## src/rtl/seq_posi_scan.sv

```systemverilog
// rtl/seq_posi_scan.sv - chunked set-bit position scanner with popcount
module seq_posi_scan #(
    parameter int WIDTH = 32,
    parameter int STEP  = 4,
    parameter int POS_W = $clog2(WIDTH) + 1
) (
    input  logic             clk,
    input  logic             rst_n,
    input  logic             in_valid,
    output logic             in_ready,
    input  logic [WIDTH-1:0] seq,
    input  logic             msb_first,
    output logic             out_valid,
    input  logic             out_ready,
    output logic [POS_W-1:0] posi_reg,
    output logic             found,
    output logic [POS_W-1:0] ones_cnt
);

    localparam int NCH   = WIDTH / STEP;
    localparam int IDX_W = (NCH > 1) ? $clog2(NCH) : 1;

    // Reject parameter sets that cannot be split into whole chunks
    generate
        if ((WIDTH < 2) || (STEP < 1) || ((WIDTH % STEP) != 0)) begin : g_bad_params
            $error("seq_posi_scan: WIDTH must be >= 2 and a multiple of STEP");
        end
    endgenerate

    typedef enum logic [1:0] {IDLE, SCAN, DONE} state_t;

    state_t             state;
    logic [WIDTH-1:0]   sh_q;        // captured word, shifted so the current chunk sits at the scan end
    logic               msb_q;
    logic [IDX_W-1:0]   chunk_idx;
    logic [POS_W-1:0]   cnt_acc;
    logic [POS_W-1:0]   pos_acc;
    logic               pos_latched;

    logic [POS_W-1:0]   chunk_ones;
    logic               hit;
    logic [POS_W-1:0]   hit_pos;
    logic [POS_W-1:0]   cnt_next;
    logic               last_chunk;

    assign in_ready   = (state == IDLE);
    assign last_chunk = (chunk_idx == IDX_W'(NCH - 1));
    assign cnt_next   = cnt_acc + chunk_ones;

    // Examine the current chunk: popcount and first set bit in scan order
    always_comb begin
        int base;
        logic cbit;
        chunk_ones = '0;
        hit        = 1'b0;
        hit_pos    = '0;
        base       = int'(chunk_idx) * STEP;
        for (int i = 0; i < STEP; i++) begin
            cbit       = msb_q ? sh_q[WIDTH-1-i] : sh_q[i];
            chunk_ones = chunk_ones + POS_W'(cbit);
            if (cbit && !hit) begin
                hit     = 1'b1;
                hit_pos = msb_q ? POS_W'(WIDTH - 1 - base - i) : POS_W'(base + i);
            end
        end
    end

    // Control FSM with accumulators and registered result outputs
    always_ff @(posedge clk or negedge rst_n) begin
        if (!rst_n) begin
            state       <= IDLE;
            sh_q        <= '0;
            msb_q       <= 1'b0;
            chunk_idx   <= '0;
            cnt_acc     <= '0;
            pos_acc     <= '0;
            pos_latched <= 1'b0;
            out_valid   <= 1'b0;
            posi_reg    <= '0;
            found       <= 1'b0;
            ones_cnt    <= '0;
        end else begin
            case (state)
                IDLE: begin
                    if (in_valid) begin
                        sh_q        <= seq;
                        msb_q       <= msb_first;
                        chunk_idx   <= '0;
                        cnt_acc     <= '0;
                        pos_acc     <= '0;
                        pos_latched <= 1'b0;
                        state       <= SCAN;
                    end
                end
                SCAN: begin
                    cnt_acc   <= cnt_next;
                    sh_q      <= msb_q ? (sh_q << STEP) : (sh_q >> STEP);
                    chunk_idx <= chunk_idx + 1'b1;
                    if (!pos_latched && hit) begin
                        pos_acc     <= hit_pos;
                        pos_latched <= 1'b1;
                    end
                    // Scan always covers every chunk; the result is published after the last one
                    if (last_chunk) begin
                        state     <= DONE;
                        out_valid <= 1'b1;
                        ones_cnt  <= cnt_next;
                        found     <= (cnt_next != '0);
                        if (pos_latched)
                            posi_reg <= pos_acc;
                        else if (hit)
                            posi_reg <= hit_pos;
                        else
                            posi_reg <= POS_W'(WIDTH);
                    end
                end
                DONE: begin
                    if (out_ready) begin
                        state     <= IDLE;
                        out_valid <= 1'b0;
                    end
                end
                default: state <= IDLE;
            endcase
        end
    end

endmodule

```

## config.mk

```make
export PLATFORM = sky130hd
export DESIGN_NAME = seq_posi_scan
export DESIGN_NICKNAME = d
export VERILOG_FILES = /design/src/rtl/seq_posi_scan.sv
export SDC_FILE = /design/constraint.sdc
export NUM_CORES = 1
export LEC_CHECK = 0
export BUFFER_PORTS_ARGS = -buffer_cell sky130_fd_sc_hd__buf_2
export CAP_MARGIN = 20
export CORE_MARGIN = 2
export CORE_UTILIZATION = 55
export DETAILED_ROUTE_END_ITERATION = 7
export MAX_ROUTING_LAYER = met4
export PLACE_DENSITY = 0.73
export SYNTH_ARGS = -nofsm -noshare
export SYNTH_HDL_FRONTEND = slang
export SYNTH_SLANG_ARGS = --single-unit
export TNS_END_PERCENT = 50
```

## constraint.sdc

```tcl
create_clock -name clk -period 7.9 [get_ports clk]
set_clock_uncertainty 0.2 [all_clocks]
set_input_delay 1.185 -clock clk [delete_from_list [all_inputs] [get_ports clk]]
set_output_delay 1.185 -clock clk [all_outputs]
set_load 0.01 [all_outputs]
```

==> flow_metrics.env <==
export IMPL_syn_instance_count=386
export IMPL_finalHoldViolCount=0
export IMPL_yosysMostFrequentCell="dfrtp_1"
export IMPL_period_share_pct=51.9
export IMPL_grt_pass1_wl_um=13000
export IMPL_synthDistinctLibCells=39
export IMPL_dp_hpwl_um=5060
export IMPL_io_buffers=51
export IMPL_grt_pass1_vias=2700
export IMPL_synth_top_family_by_area="compound AO/OA/AOI/OAI gates"
export IMPL_status="completed"
export IMPL_antennaDiodeCount=0
export IMPL_start_util_pct=56.2
export IMPL_startpoint_type="register"
export IMPL_clk_path_buf_depth=2
export IMPL_wl_met3_um=201
export IMPL_fp_coreArea_um2=6310
export IMPL_synth_common_cells="64 x dfrtp_1, 58 x nand2_1, 42 x a21oi_1"
export IMPL_clk_latency_ps=340
export IMPL_synth_fp_nets=434
export IMPL_rows=29
export IMPL_cts_sinks=64
export IMPL_slew_headroom_pct=29.3
export IMPL_tns_ps=0
export IMPL_synth_area_mux_share_pct=9.73
export IMPL_fin_util_pct=62.3
export IMPL_rsz0062_at_grt="no"
export IMPL_yosys_warnings=0
export IMPL_via_per_inst=5.57
export IMPL_synthAdderAreaFrac_pct=4.30
export IMPL_die_h_um=84.4
export IMPL_wl_met1_um=3720
export IMPL_cts_clk_slew_worst_paths_ps=60
export IMPL_maxUsedRoutingLayer="met4"
export IMPL_end_kind="register"
export IMPL_drive_above_1_share_pct=18.7
export IMPL_wl_per_cell_um=14.8
export IMPL_p_leak_uw=0.00186
export IMPL_synth_compound_area_share_pct=17.2
export IMPL_hold_path_class="reg -> reg"
export IMPL_die_w_um=84.4
export IMPL_synth_edff_count=0
export IMPL_fillers=555
export IMPL_nNetsFinal=471
export IMPL_yosys_area_share_simple_pct=16.5
export IMPL_drt_pre_antenna_iters=4
export IMPL_cts_post_setup_buffers_inserted=0
export IMPL_totalWireLength_um=7460
export IMPL_synth_avg_cell_area_um2=9.20
export IMPL_maxSlewViolCount=0
export IMPL_cap_viol_max_count=0
export IMPL_largest_register_ffs=32
export IMPL_ys_seq_elements=64
export IMPL_postRouteAntennaNets=0
export IMPL_critPathKind="reg -> reg"
export IMPL_timing_fmax_mhz=244
export IMPL_antenna_found_initial=0
export IMPL_worstMarginPinSlew_ps=1060
export IMPL_h_tree_depth=3
export IMPL_synth_xor_area_share_pct=1.73
export IMPL_cts_resized=0
export IMPL_synth_area_leader_cell="dfrtp_1"
export IMPL_fin_cells=505
export IMPL_cts_buffers=9
export IMPL_dp_cells=488
export IMPL_synth_top_cell_area_share_pct=45.1
export IMPL_synthFlopType="dfrtp_1"
export IMPL_vias=2812
export IMPL_ios=52
export IMPL_finalSetupViolCount=0
export IMPL_grt_start_max_net_pins=71
export IMPL_areaGrowthSynthToFinish_pct=10.8
export IMPL_syn_area_um2=3550
export IMPL_drc=0
export IMPL_grt_ovfl_total=0
export IMPL_synth_area_leaders="dfrtp_1 45%, mux2i_1 8.5%, nand2_1 6.1%"
export IMPL_async_reset_ff_share_pct=100
export IMPL_ys_seq_area_share_pct=45.1
export IMPL_wl_met2_um=3420
export IMPL_track_usage_pct=23.6
export IMPL_peakVddDrop_mv=0.198
export IMPL_drt_iter0_drc=222
export IMPL_place_gp_congestion=0.858
export IMPL_hold_buffers=0
export IMPL_cts_root_buffer="clkbuf_8"
export IMPL_top_register="sh_q"
export IMPL_finalCriticalPeriod_ps=4100
export IMPL_critPathArrivalTime_ps=4120
export IMPL_power_density_nw_per_um2=437
export IMPL_path_max_fanout=46
export IMPL_cp_required_ps=7920
export IMPL_dieArea_um2=7110
export IMPL_whs_ps=282
export IMPL_cts_tree="done"
## cells by family (layout without fill, tap and decap cells)
family,after synthesis,in the layout
AND/OR/NAND/NOR,127,127
AO/OA/AOI/OAI,109,109
flip-flops,64,64
multiplexers,34,34
buffers and inverters,34,76
adder cells (fa/ha/maj),11,11
XOR/XNOR,7,7
## through the flow
stage	total power [µW]	instance area [µm²]	setup WS, ps
floorplan	1310	3550	4590
global placement	1430	3750	3890
detailed placement	1470	3750	3790
CTS	1720	3910	3770
global route	1880	3930	3530
finish	1720	3930	3800
## metal layers
| metal | global-route usage [%] | up-vias |
|---|---|---|
| li1 | - | 1407 |
| met1 | 34.1 | 1339 |
| met2 | 33.8 | 53 |
| met3 | 3.54 | 13 |
| met4 | 9.38 | 0 |
| met5 | - | - |
## path summary, 6_finish.rpt
check | start | to | slack [ps] | depth (start not counted)
worst max-delay path | msb_q | found | 3800 | 10
worst min-delay path | ones_cnt[2] | ones_cnt[2] | 280 | 2
worst max register to register | msb_q | found | 3800 | 10
worst min register to register | ones_cnt[2] | ones_cnt[2] | 280 | 2
max in group asynchronous | rst_n | msb_q | 6110 | 2
min in group asynchronous | rst_n | posi_reg[1] | 820 | 2
## cell usage in the layout, fill, tap and decap left out, drive strengths merged, types with 2 or more instances in the layout
master  Yosys  routed
dfrtp      64      64
nand2      58      58
buf        22      54
o21ai      47      47
a21oi      42      42
nor2       42      42
mux2i      30      30
clkbuf      6      12
ha          9       9
xnor2       7       7
nand3       7       7
o22ai       7       7
inv         6       6
a22o        6       6
nor3b       5       5
mux2        4       4
and3        4       4
clkinv      0       4
and2        2       2
nor2b       2       2
o21a        2       2
fa          2       2
nand2b      2       2
## layout make-up
cell class / instances / area [µm²] / area share [%]
timing repair buffer: 54 / 290 / 7.38
clock buffer: 12 / 145 / 3.69
tap: 77 / 96.3 / 2.45
clock inverter: 4 / 20.0 / 0.509
sequential: 64 / 1600 / 40.7
inverter: 6 / 22.5 / 0.573
multi-input combinational: 288 / 1760 / 44.7
## critical path: stages, from the launching register on
cell and delay [ps]:
dfrtp_2 1060, mux2i_1 360, fa_1 610, inv_1 40
ha_1 190, ha_1 320, fa_1 460, a21o_1 200
a32oi_1 220, nand4_1 130, o21a_1 190
## power breakdown
part / internal [µW] / total, µW / switching, µW
registers: 468 / 641 / 173
logic: 377 / 832 / 456
clock network: 120 / 245 / 125
total: 965 / 1720 / 753
No activity file was read; power rests on OpenSTA's default activity.
